[src/rtl/mem_bus_arbiter_if.sv]
// Signal bundle shared by the two requesters, the memory bus arbiter and the
// external memory port.
interface mem_bus_arbiter_if #(
    parameter int ADDR_WIDTH = 15,
    parameter int DATA_WIDTH = 8
);
    logic                  r0Req;
    logic                  r0Write;
    logic [ADDR_WIDTH-1:0] r0Addr;
    logic [DATA_WIDTH-1:0] r0WData;
    logic                  r0Ack;
    logic                  r1Req;
    logic                  r1Write;
    logic [ADDR_WIDTH-1:0] r1Addr;
    logic [DATA_WIDTH-1:0] r1WData;
    logic                  r1Ack;
    logic [DATA_WIDTH-1:0] rData;
    logic                  busy;
    logic                  memWriteReq;
    logic [ADDR_WIDTH-1:0] memReqBus;
    logic [DATA_WIDTH-1:0] read_data;

    modport slave (
        input  r0Req, r0Write, r0Addr, r0WData,
        input  r1Req, r1Write, r1Addr, r1WData,
        input  read_data,
        output r0Ack, r1Ack, rData, busy, memWriteReq, memReqBus
    );

    modport master (
        output r0Req, r0Write, r0Addr, r0WData,
        output r1Req, r1Write, r1Addr, r1WData,
        output read_data,
        input  r0Ack, r1Ack, rData, busy, memWriteReq, memReqBus
    );
endinterface

[src/rtl/mem_bus_arbiter.sv]
// Round-robin arbiter sharing one multiplexed memory request bus between the
// instruction-fetch port (0) and the data port (1); one transaction in flight.
module mem_bus_arbiter #(
    parameter int ADDR_WIDTH = 15,
    parameter int DATA_WIDTH = 8
) (
    input  logic              clk,
    input  logic              reset,
    mem_bus_arbiter_if.slave  bus
);
    typedef enum logic [2:0] {
        ST_IDLE  = 3'd0,
        ST_ADDR  = 3'd1,
        ST_RDATA = 3'd2,
        ST_WDATA = 3'd3,
        ST_DONE  = 3'd4
    } state_t;

    state_t                state_r, state_next_s;
    logic                  last_grant_r, last_grant_next_s;
    logic                  grant_r, grant_next_s;
    logic                  write_r, write_next_s;
    logic [ADDR_WIDTH-1:0] addr_r, addr_next_s;
    logic [DATA_WIDTH-1:0] wdata_r, wdata_next_s;
    logic [ADDR_WIDTH-1:0] wdata_ext_s;
    logic [ADDR_WIDTH-1:0] bus_r, bus_next_s;
    logic                  wr_r, wr_next_s;
    logic                  ack0_r, ack0_next_s;
    logic                  ack1_r, ack1_next_s;
    logic                  busy_r, busy_next_s;
    logic [DATA_WIDTH-1:0] rdata_r;

    // Next-state, arbitration and request latching
    always_comb begin
        state_next_s      = state_r;
        last_grant_next_s = last_grant_r;
        grant_next_s      = grant_r;
        write_next_s      = write_r;
        addr_next_s       = addr_r;
        wdata_next_s      = wdata_r;
        case (state_r)
            ST_IDLE: begin
                if (bus.r0Req || bus.r1Req) begin
                    // On a tie the port that did not win last time goes next
                    if (bus.r0Req && bus.r1Req) begin
                        grant_next_s = ~last_grant_r;
                    end else if (bus.r0Req) begin
                        grant_next_s = 1'b0;
                    end else begin
                        grant_next_s = 1'b1;
                    end
                    last_grant_next_s = grant_next_s;
                    if (grant_next_s) begin
                        write_next_s = bus.r1Write;
                        addr_next_s  = bus.r1Addr;
                        wdata_next_s = bus.r1WData;
                    end else begin
                        write_next_s = bus.r0Write;
                        addr_next_s  = bus.r0Addr;
                        wdata_next_s = bus.r0WData;
                    end
                    state_next_s = ST_ADDR;
                end else begin
                    state_next_s = ST_IDLE;
                end
            end
            ST_ADDR:  state_next_s = write_r ? ST_WDATA : ST_RDATA;
            ST_RDATA: state_next_s = ST_DONE;
            ST_WDATA: state_next_s = ST_DONE;
            ST_DONE:  state_next_s = ST_IDLE;
            default:  state_next_s = ST_IDLE;
        endcase
    end

    // Write data zero-extended onto the address-wide bus
    always_comb begin
        wdata_ext_s                 = {ADDR_WIDTH{1'b0}};
        wdata_ext_s[DATA_WIDTH-1:0] = wdata_next_s;
    end

    // Bus/ack values for the upcoming state, so the outputs can be registered
    always_comb begin
        bus_next_s  = {ADDR_WIDTH{1'b0}};
        wr_next_s   = 1'b0;
        ack0_next_s = 1'b0;
        ack1_next_s = 1'b0;
        busy_next_s = (state_next_s != ST_IDLE);
        case (state_next_s)
            ST_IDLE: begin
                bus_next_s = {ADDR_WIDTH{1'b0}};
            end
            ST_ADDR: begin
                bus_next_s = addr_next_s;
                wr_next_s  = write_next_s;
            end
            ST_RDATA: begin
                bus_next_s = addr_next_s;
            end
            ST_WDATA: begin
                bus_next_s = wdata_ext_s;
                wr_next_s  = 1'b1;
            end
            ST_DONE: begin
                ack0_next_s = ~grant_next_s;
                ack1_next_s = grant_next_s;
            end
            default: begin
                bus_next_s = {ADDR_WIDTH{1'b0}};
            end
        endcase
    end

    // State, latched request fields and registered outputs
    always_ff @(posedge clk) begin
        if (reset) begin
            state_r      <= ST_IDLE;
            last_grant_r <= 1'b1;
            grant_r      <= 1'b0;
            write_r      <= 1'b0;
            addr_r       <= {ADDR_WIDTH{1'b0}};
            wdata_r      <= {DATA_WIDTH{1'b0}};
            bus_r        <= {ADDR_WIDTH{1'b0}};
            wr_r         <= 1'b0;
            ack0_r       <= 1'b0;
            ack1_r       <= 1'b0;
            busy_r       <= 1'b0;
        end else begin
            state_r      <= state_next_s;
            last_grant_r <= last_grant_next_s;
            grant_r      <= grant_next_s;
            write_r      <= write_next_s;
            addr_r       <= addr_next_s;
            wdata_r      <= wdata_next_s;
            bus_r        <= bus_next_s;
            wr_r         <= wr_next_s;
            ack0_r       <= ack0_next_s;
            ack1_r       <= ack1_next_s;
            busy_r       <= busy_next_s;
        end
    end

    // Read data is the memory word answering the address cycle; held otherwise
    always_ff @(posedge clk) begin
        if (reset) begin
            rdata_r <= {DATA_WIDTH{1'b0}};
        end else if (state_r == ST_RDATA) begin
            rdata_r <= bus.read_data;
        end else begin
            rdata_r <= rdata_r;
        end
    end

    assign bus.memReqBus   = bus_r;
    assign bus.memWriteReq = wr_r;
    assign bus.r0Ack       = ack0_r;
    assign bus.r1Ack       = ack1_r;
    assign bus.busy        = busy_r;
    assign bus.rData       = rdata_r;
endmodule

[src/flat_wrapper.sv]
// flat-port wrapper written by rule: the top's interface ports become plain ports
module mem_bus_arbiter_flat 
#(
    parameter int ADDR_WIDTH = 15,
    parameter int DATA_WIDTH = 8
)
  (clk, reset, bus_r0Req, bus_r0Write, bus_r0Addr, bus_r0WData, bus_r1Req, bus_r1Write, bus_r1Addr, bus_r1WData, bus_read_data, bus_r0Ack, bus_r1Ack, bus_rData, bus_busy, bus_memWriteReq, bus_memReqBus);
  mem_bus_arbiter_if #(.ADDR_WIDTH(ADDR_WIDTH), .DATA_WIDTH(DATA_WIDTH)) bus_i ();
  input  logic clk;
  input  logic reset;
  input wire logic [$bits(bus_i.r0Req)-1:0] bus_r0Req;
  input wire logic [$bits(bus_i.r0Write)-1:0] bus_r0Write;
  input wire logic [$bits(bus_i.r0Addr)-1:0] bus_r0Addr;
  input wire logic [$bits(bus_i.r0WData)-1:0] bus_r0WData;
  input wire logic [$bits(bus_i.r1Req)-1:0] bus_r1Req;
  input wire logic [$bits(bus_i.r1Write)-1:0] bus_r1Write;
  input wire logic [$bits(bus_i.r1Addr)-1:0] bus_r1Addr;
  input wire logic [$bits(bus_i.r1WData)-1:0] bus_r1WData;
  input wire logic [$bits(bus_i.read_data)-1:0] bus_read_data;
  output wire logic [$bits(bus_i.r0Ack)-1:0] bus_r0Ack;
  output wire logic [$bits(bus_i.r1Ack)-1:0] bus_r1Ack;
  output wire logic [$bits(bus_i.rData)-1:0] bus_rData;
  output wire logic [$bits(bus_i.busy)-1:0] bus_busy;
  output wire logic [$bits(bus_i.memWriteReq)-1:0] bus_memWriteReq;
  output wire logic [$bits(bus_i.memReqBus)-1:0] bus_memReqBus;
  assign bus_i.r0Req = bus_r0Req;
  assign bus_i.r0Write = bus_r0Write;
  assign bus_i.r0Addr = bus_r0Addr;
  assign bus_i.r0WData = bus_r0WData;
  assign bus_i.r1Req = bus_r1Req;
  assign bus_i.r1Write = bus_r1Write;
  assign bus_i.r1Addr = bus_r1Addr;
  assign bus_i.r1WData = bus_r1WData;
  assign bus_i.read_data = bus_read_data;
  assign bus_r0Ack = bus_i.r0Ack;
  assign bus_r1Ack = bus_i.r1Ack;
  assign bus_rData = bus_i.rData;
  assign bus_busy = bus_i.busy;
  assign bus_memWriteReq = bus_i.memWriteReq;
  assign bus_memReqBus = bus_i.memReqBus;
  mem_bus_arbiter #(.ADDR_WIDTH(ADDR_WIDTH), .DATA_WIDTH(DATA_WIDTH)) u_core (.clk(clk), .reset(reset), .bus(bus_i));
endmodule
[config.mk]
export PLATFORM = sky130hd
export DESIGN_NAME = mem_bus_arbiter_flat
export DESIGN_NICKNAME = d
export VERILOG_FILES = /design/src/rtl/mem_bus_arbiter_if.sv /design/src/rtl/mem_bus_arbiter.sv /design/src/flat_wrapper.sv
export SDC_FILE = /design/constraint.sdc
export NUM_CORES = 1
export LEC_CHECK = 0
export ABC_AREA = 0
export CORE_MARGIN = 2
export CORE_UTILIZATION = 48
export CTS_BUF_LIST = sky130_fd_sc_hd__clkbuf_4 sky130_fd_sc_hd__clkbuf_8
export CTS_CLUSTER_DIAMETER = 100
export DETAILED_ROUTE_END_ITERATION = 7
export HOLD_SLACK_MARGIN = 0.06
export PLACE_DENSITY = 0.89
export SYNTH_ARGS = -nofsm -noshare
export SYNTH_HDL_FRONTEND = slang
export SYNTH_SLANG_ARGS = --single-unit
[constraint.sdc]
create_clock -name clk -period 3.9 [get_ports clk]
set_input_delay 0.78 -clock clk [delete_from_list [all_inputs] [get_ports clk]]
set_output_delay 0.78 -clock clk [all_outputs]
set_load 0.005 [all_outputs]
==> impl_metrics.toml, run 1 <==
[outcome]
status = "finished clean"

[power]
leakage_uw = 0.00114
peakVddDrop_mv = 0.233
fin_total_pwr_uw = 1300
p_per_area_nw_per_um2 = 420

[logic_synthesis]
synth_ff_type = "dfxtp_1"
synth_nets = 272
synthArstFlopShare_pct = 0
yosysSeqAreaShare_pct = 52.2
syn-cell-area_um2 = 2150
avgSynthCellArea_um2 = 10.1
synth_top_cells_by_count = "56 x dfxtp_1, 32 x nor2_1, 15 x mux2i_1, 14 x a211oi_1, 11 x nor3_1"
ys_ff_latch = 56
synth_cell_types = 37
yosysWarningCount = 0
synth-edff-count = 0
ys_top_cells_by_area = "dfxtp_1 52%, mux2i_1 7.0%, nor2_1 5.6%"
synth.top_cell.area_share_pct = 52.2
synthCells = 212
yosys.area.top_type = "dfxtp_1"
synthMostInstantiatedCell = "dfxtp_1"

[placement]
placement.io_buffers = 86
hpwlAfterDp_mm = 3.84
gp_congestion = 0.876

[timing]
fin_crit_sh_pct = 63.4
tightestPinTransition_ns = 1.15
max_freq_mhz = 405
skew_ns = 0.00684
period_needed_ns = 2.47
rsz0062_at_grt = "no"
hold_violations = 0
setup_viol_count_final = 0
setup_tns_ns = 0
drv_slew = 0
maxSlewHeadroom_pct = 23.4
fin_hold_ws_ns = 0.495

[route]
drt-total-wl_mm = 5.27
drcViolationCount = 0
vias_per_cell = 5.63
drt-initial-drc-count = 121
wl_per_cell_um = 15.3
first_pass_iters = 4
ant_nets = 0
vias = 1935

[clock_network]
cts_made_buffers = 5
h-tree-depth = 2
clk_latency_ns = 0.31
clock-root-buffer = "clkbuf_8"
hold_buffers = 0
cts_buffer_depth = 2
cts_setup_buffers = 0
cts.repair.resized = 0
cts_tree = "yes"
numClockSinks = 56
path_clk_slew_ns = 0.09

[floorplan]
start_util_pct = 49.7
die_w_um = 70.9
row_count = 24
dieArea_um2 = 5030
io_pins = 87
fp.dieH_um = 70.9
core_um2 = 4320

[grt]
grt-ovfl-total = 0
antenna_found_initial = 0
grt_use_total_pct = 21.2
grt_max_degree = 32
grt_pass1_wl_mm = 8.51
grt_pass1_vias = 1841

[final_layout]
insertedDiodeCount = 0
fillCellCount = 327
utilization_pct = 71.5
syn_to_final_growth_pct = 43.9
final_layout_size_suffix_gt1_share_pct = 6.16
multi_input_area_um2 = 936
fin_nets = 352
regArea_um2 = 1120

[worst_setup_path]
path_max_fanout = 15
worstSetupPathType = "in -> reg"
critPathRequiredTime_ns = 4.04
cp-start-kind = "primary input"
end_kind = "flip-flop"
arrival_ns = 2.61

[flow_run]
max_cap_viol_count = 0

[worst_hold_path]
worst_hold_path_type = "reg -> reg"
## registers in the layout, summed over array words and instances (netlist names), 3 cells and up
register	flops
u_core.addr_r	15
u_core.bus.memReqBus	15
u_core.bus.rData	8
u_core.wdata_r	8
u_core.state_r	3
## per-stage QoR
step	cell area [um^2]	setup WS, ns	instances
floorplan	2150	1.99	212
global placement	3010	1.15	337
detailed placement	3010	1.16	337
CTS	3090	1.46	344
global route	3090	1.30	344
finish	3090	1.43	344
## layout make-up
class	instances	share of cell area (%)
Tap cell	52	2.11
Inverter	3	0.364
Clock buffer	5	2.23
Sequential cell	56	36.3
Multi-Input combinational cell	138	30.3
Clock inverter	2	0.405
Timing Repair Buffer	88	28.3
## report_power, final
part	total (uW)	switching, uW	internal [uW]	leakage [uW]
registers	666	26.1	640	0.000462
logic	331	155	177	0.000641
clock network	300	178	122	0.0000400
## path summary, 6_finish.rpt
check	from	end	slack (ns)	depth (start not counted)
min	u_core.grant_r	u_core.bus.r1Ack	0.50	2
max reg2reg	u_core.state_r[0]	u_core.addr_r[9]	1.94	4
min reg2reg	u_core.grant_r	u_core.bus.r1Ack	0.50	2
max	bus_r0Req	u_core.bus.memReqBus[0]	1.43	3
## layout by cell type (no fill, tap or decap), types with 4 or more instances in the layout
master and count:
o221ai_1 8, clkbuf_8 5, clkdlybuf4s50_1 86, o21bai_1 8, nand2_1 6, nor2_1 32
o22ai_1 8, a21oi_1 4, mux2i_1 15, nor3_1 11, dfxtp_1 56, a211oi_1 14
o32ai_1 7
## metal layers
layer	track usage, %	up-vias	wire length (um)
met5	0	-	0
met4	8.81	0	85
met3	4.13	8	332
met2	35.3	71	2560
met1	26.9	916	2290
li1	-	940	-
## logic make-up (layout without fill, tap and decap cells)
| family | Yosys count | after routing | synth area share, % |
|---|---|---|---|
| AO/OA/AOI/OAI | 56 | 56 | 20.2 |
| buffers and inverters | 18 | 98 | 4.25 |
| flip-flops | 56 | 56 | 52.2 |
| multiplexers | 16 | 16 | 7.51 |
| AND/OR/NAND/NOR | 66 | 66 | 15.8 |
## critical path, stage by stage
cell	delay, ns
clkdlybuf4s50_1	0.59
o311ai_2	1.00
o32ai_1	0.23
Power figures use the tool's default switching activity.
==> inputs of run 2 (changes only) <==
Settings changed: CORE_UTILIZATION 48 to 40, PLACE_DENSITY 0.89 to 0.79.
Clock period 3.9 ns to 2.15 ns, I/O delays scaled along.
==> run 2 against run 1 <==
- non-clock buffer count grew 9
- first-iteration DRC count fell by 22%
- clock-buffer cell count increased by 1
- hold slack better by 0.0034 ns
- utilization is 9.1 points lower
==> impl_metrics.toml, run 2 (synthesized netlist as in run 1, its figures left out) <==
[grt]
grt_use_total_pct = 19.0
grt_pass1_vias = 1862
grt_pass1_wl_mm = 9.16
grt_max_degree = 26
grt-ovfl-total = 0
antenna_found_initial = 0

[clock_network]
path_clk_slew_ns = 0.09
hold_buffers = 0
numClockSinks = 56
clock-root-buffer = "clkbuf_8"
h-tree-depth = 2
cts_buffer_depth = 2
clk_latency_ns = 0.29
cts_made_buffers = 5
cts_setup_buffers = 0
cts_tree = "yes"
cts.repair.resized = 0

[final_layout]
insertedDiodeCount = 0
final_cell_mix = "86 x clkdlybuf4s50_1, 56 x dfxtp_1, 32 x nor2_1"
syn_to_final_growth_pct = 49.2
fin_nets = 361
final_common_cell = "clkdlybuf4s50_1"
utilization_pct = 62.4
final_layout_size_suffix_gt1_share_pct = 8.97

[floorplan]
row_count = 26
dieArea_um2 = 5970
start_util_pct = 41.8
die_w_um = 77.3
fp.dieH_um = 77.3
core_um2 = 5140
io_pins = 87

[timing]
maxSlewHeadroom_pct = 72.1
tightestPinTransition_ns = 0.417
skew_ns = 0.00633
fin_crit_sh_pct = 82.8
hold_violations = 0
max_freq_mhz = 562
period_needed_ns = 1.78
drv_slew = 0
setup_tns_ns = 0
fin_hold_ws_ns = 0.498
rsz0062_at_grt = "no"
setup_viol_count_final = 0

[route]
drt-initial-drc-count = 94
vias_per_cell = 5.16
drt-total-wl_mm = 5.45
wl_per_cell_um = 14.7
vias = 1915
first_pass_iters = 4
ant_nets = 0
drcViolationCount = 0

[worst_setup_path]
worstSetupPathType = "reg -> reg"
critPathRequiredTime_ns = 2.36
arrival_ns = 1.99
end_kind = "flip-flop"
path_max_fanout = 23
cp-start-kind = "flip-flop"
rr_worst_depth = 5

[flow_run]
max_cap_viol_count = 0

[placement]
gp_congestion = 0.842
hpwlAfterDp_mm = 4.10
placement.io_buffers = 86

[power]
leakage_uw = 0.00120
peakVddDrop_mv = 0.417
p_per_area_nw_per_um2 = 741

[outcome]
status = "finished clean"

[worst_hold_path]
worst_hold_path_type = "reg -> reg"
holdPathStages = 2
[run 2: changes by cell type in the layout (fill, tap and decap cells not counted), sizes merged]
cell and change:
clkbuf +1, buf +9, clkinvlp -1
[run 2: where the power goes]
part / switching [uW] / total [uW] / internal [uW]
Sequential: 47.3 / 1210 / 1160
Combinational: 287 / 639 / 353
Clock: 293 / 528 / 235
Total: 627 / 2380 / 1750
[run 2: path summary, 6_finish.rpt]
check | start | endpoint | slack [ns]
setup / recovery | u_core.state_r[0] | u_core.addr_r[9] | 0.37
hold / removal | u_core.grant_r | u_core.bus.r1Ack | 0.50
setup reg to reg | u_core.state_r[0] | u_core.addr_r[9] | 0.37
hold reg to reg | u_core.grant_r | u_core.bus.r1Ack | 0.50
[run 2: per-stage QoR]
step	power [uW]	worst slack, ns	instance area [um^2]	instances
after floorplan	1560	0.590	2150	212
after global placement	1850	0.142	3120	364
after detailed placement	1870	0.103	3120	364
after CTS	2400	0.368	3210	371
after global routing	2530	0.246	3210	371
final	2380	0.370	3210	371
[run 2: routing by layer]
| layer | track usage (%) | share of wire, % | vias up |
|---|---|---|---|
| met1 | 25.4 | 45 | 884 |
| met3 | 5.76 | 5.7 | 4 |
| met5 | 0 | 0 | - |
| met2 | 30.6 | 48 | 62 |
| met4 | 3.39 | 0.53 | 0 |
| li1 | - | - | 965 |
[run 2: worst max-delay path, stage by stage, from the launching register on]
cell and delay (ns):
dfxtp_1 0.42, or3_4 0.50, nor2_4 0.30, buf_12 0.20
nor2_1 0.06, a211oi_1 0.21
[run 2: area by class of cell]
class                      count  area [um^2]
multi-input combinational    138          936
clock inverter                 1         5.00
timing repair buffer          97          968
clock buffer                   6         76.3
fill                         462         1930
tap                           70         87.6
inverter                       3         11.3
sequential                    56         1120
==> inputs of run 3 (changes only) <==
Clock period 2.15 ns to 1.6 ns, I/O delays scaled along.
==> run 3 against run 2 <==
- cell count is 3.5% higher
- setup slack lost 0.30 ns
- highest routed layer unchanged
- cell area is 6.1% higher
- largest power group unchanged
- largest cell class unchanged
- clock-buffer cell count decreased by 1
- fmax up 16%
- register-to-register slack lost 0.30 ns
- first-iteration DRC count shrank 32%
==> impl_metrics.toml, run 3 (synthesized netlist as in run 1, its figures left out) <==
[outcome]
status = "finished clean"

[grt]
grt-ovfl-total = 0
grt_pass1_vias = 1987
grt_pass1_wl_mm = 9.07
grt_use_total_pct = 19.0
grt_max_degree = 24
antenna_found_initial = 0

[route]
first_pass_iters = 4
drt-initial-drc-count = 64
wl_per_cell_um = 15.0
ant_nets = 0
vias = 1993
vias_per_cell = 5.19
drcViolationCount = 0
drt-total-wl_mm = 5.75

[clock_network]
hold_buffers = 0
clock-root-buffer = "clkbuf_8"
cts_tree = "yes"
clk_latency_ns = 0.31
h-tree-depth = 2
cts_buffer_depth = 2
numClockSinks = 56
path_clk_slew_ns = 0.10
cts_made_buffers = 5

[floorplan]
core_um2 = 5140
row_count = 26
fp.dieH_um = 77.3
start_util_pct = 41.8
io_pins = 87
dieArea_um2 = 5970
die_w_um = 77.3

[timing]
maxSlewHeadroom_pct = 78.8
fin_hold_ws_ns = 0.500
setup_ws_ns = 0.0656
period_needed_ns = 1.53
drv_slew = 0
hold_violations = 0
fin_crit_sh_pct = 95.9
skew_ns = 0.00662
max_freq_mhz = 652
tightestPinTransition_ns = 0.318
rsz0062_at_grt = "no"
setup_viol_count_final = 0

[placement]
hpwlAfterDp_mm = 4.19
gp_congestion = 0.840
placement.io_buffers = 86
post-place-ws_ns = -0.224

[final_layout]
final_layout_size_suffix_gt1_share_pct = 15.3
final_common_cell = "clkdlybuf4s50_1"
final_cell_mix = "85 x clkdlybuf4s50_1, 55 x dfxtp_1, 32 x nor2_1"
insertedDiodeCount = 0
fillCellCount = 433
fin_nets = 373
syn_to_final_growth_pct = 58.2

[worst_setup_path]
cp-start-kind = "flip-flop"
path_cells = "or3_4, nor2_4, buf_4, nor2_1, o32ai_2"
end_kind = "flip-flop"
worstSetupStartpoint = "u_core.state_r[0]"
critPathRequiredTime_ns = 1.82
path_max_fanout = 7
worstSetupPathType = "reg -> reg"
path_buf_inv = 1
critical-path-top-delay-family = "simple AND/OR/NAND/NOR gates"
reg2reg_from = "u_core.state_r[0]"
arrival_ns = 1.76
slowest_stage = "or3_4"
slowest_delay_ns = 0.43

[flow_run]
max_cap_viol_count = 0

[worst_hold_path]
worst_hold_path_type = "reg -> reg"
min_from = "u_core.grant_r"

[power]
peakVddDrop_mv = 0.908
leakage_uw = 0.00130
p_per_area_nw_per_um2 = 1040
[run 3: report_power, final]
part | leakage, uW | switching [uW] | internal [uW]
clock network | 0.0000583 | 470 | 472
registers | 0.000463 | 55.8 | 1560
logic | 0.000782 | 430 | 541
[run 3: worst min-delay path, stage by stage, from the launching register on]
cell,delay (ns)
dfxtp_1,0.32
nor2_1,0.06
nor2b_1,0.09
[run 3: per-stage QoR]
| step | area [um^2] | util, % | power [uW] | std cells | setup TNS, ns |
|---|---|---|---|---|---|
| 2_1_floorplan | 2150 | - | 2100 | 212 | 0 |
| 3_3_place_gp | 3220 | 62.7 | 2540 | 374 | -6.22 |
| 3_5_place_dp | 3220 | 62.7 | 2570 | 374 | -6.56 |
| 4_1_cts | 3360 | 65.3 | 3510 | 384 | 0 |
| 5_1_grt | 3400 | 66.1 | 3700 | 384 | 0 |
| 6_report | 3400 | 66.1 | 3530 | 384 | 0 |
[run 3: worst paths after layout]
kind | to | cells after the start | slack, ns
setup / recovery | u_core.bus.memReqBus[2] | 5 | 0.07
hold / removal | u_core.bus.r1Ack | 2 | 0.50
setup reg to reg | u_core.bus.memReqBus[2] | 5 | 0.07
hold reg to reg | u_core.bus.r1Ack | 2 | 0.50
[run 3: metal layers]
layer  share of wire [%]  wire length [um]  track usage [%]  vias up
met5                   0                 0                0        -
met4                 1.5                86             5.18        0
met3                 5.9               337             5.29       11
met2                  48              2770             31.4       72
met1                  44              2560             24.5      921
li1                    -                 -                -      989
[run 3: layout make-up]
| type | instances | area, um^2 | share of cell area [%] |
|---|---|---|---|
| tap | 70 | 87.6 | 2.58 |
| sequential | 56 | 1120 | 33.0 |
| multi-input combinational | 138 | 976 | 28.7 |
| clock buffer | 5 | 68.8 | 2.02 |
| inverter | 3 | 11.3 | 0.331 |
| clock inverter | 3 | 47.5 | 1.40 |
| timing repair buffer | 109 | 1090 | 31.9 |
[run 3: timing repair]
item	in CTS	in global routing
resized for setup	0	9
hold endpoints to repair	0	0
gates cloned	0	0
setup buffers	2	0
endpoints found under the setup margin	1	5
pin swaps	1	0
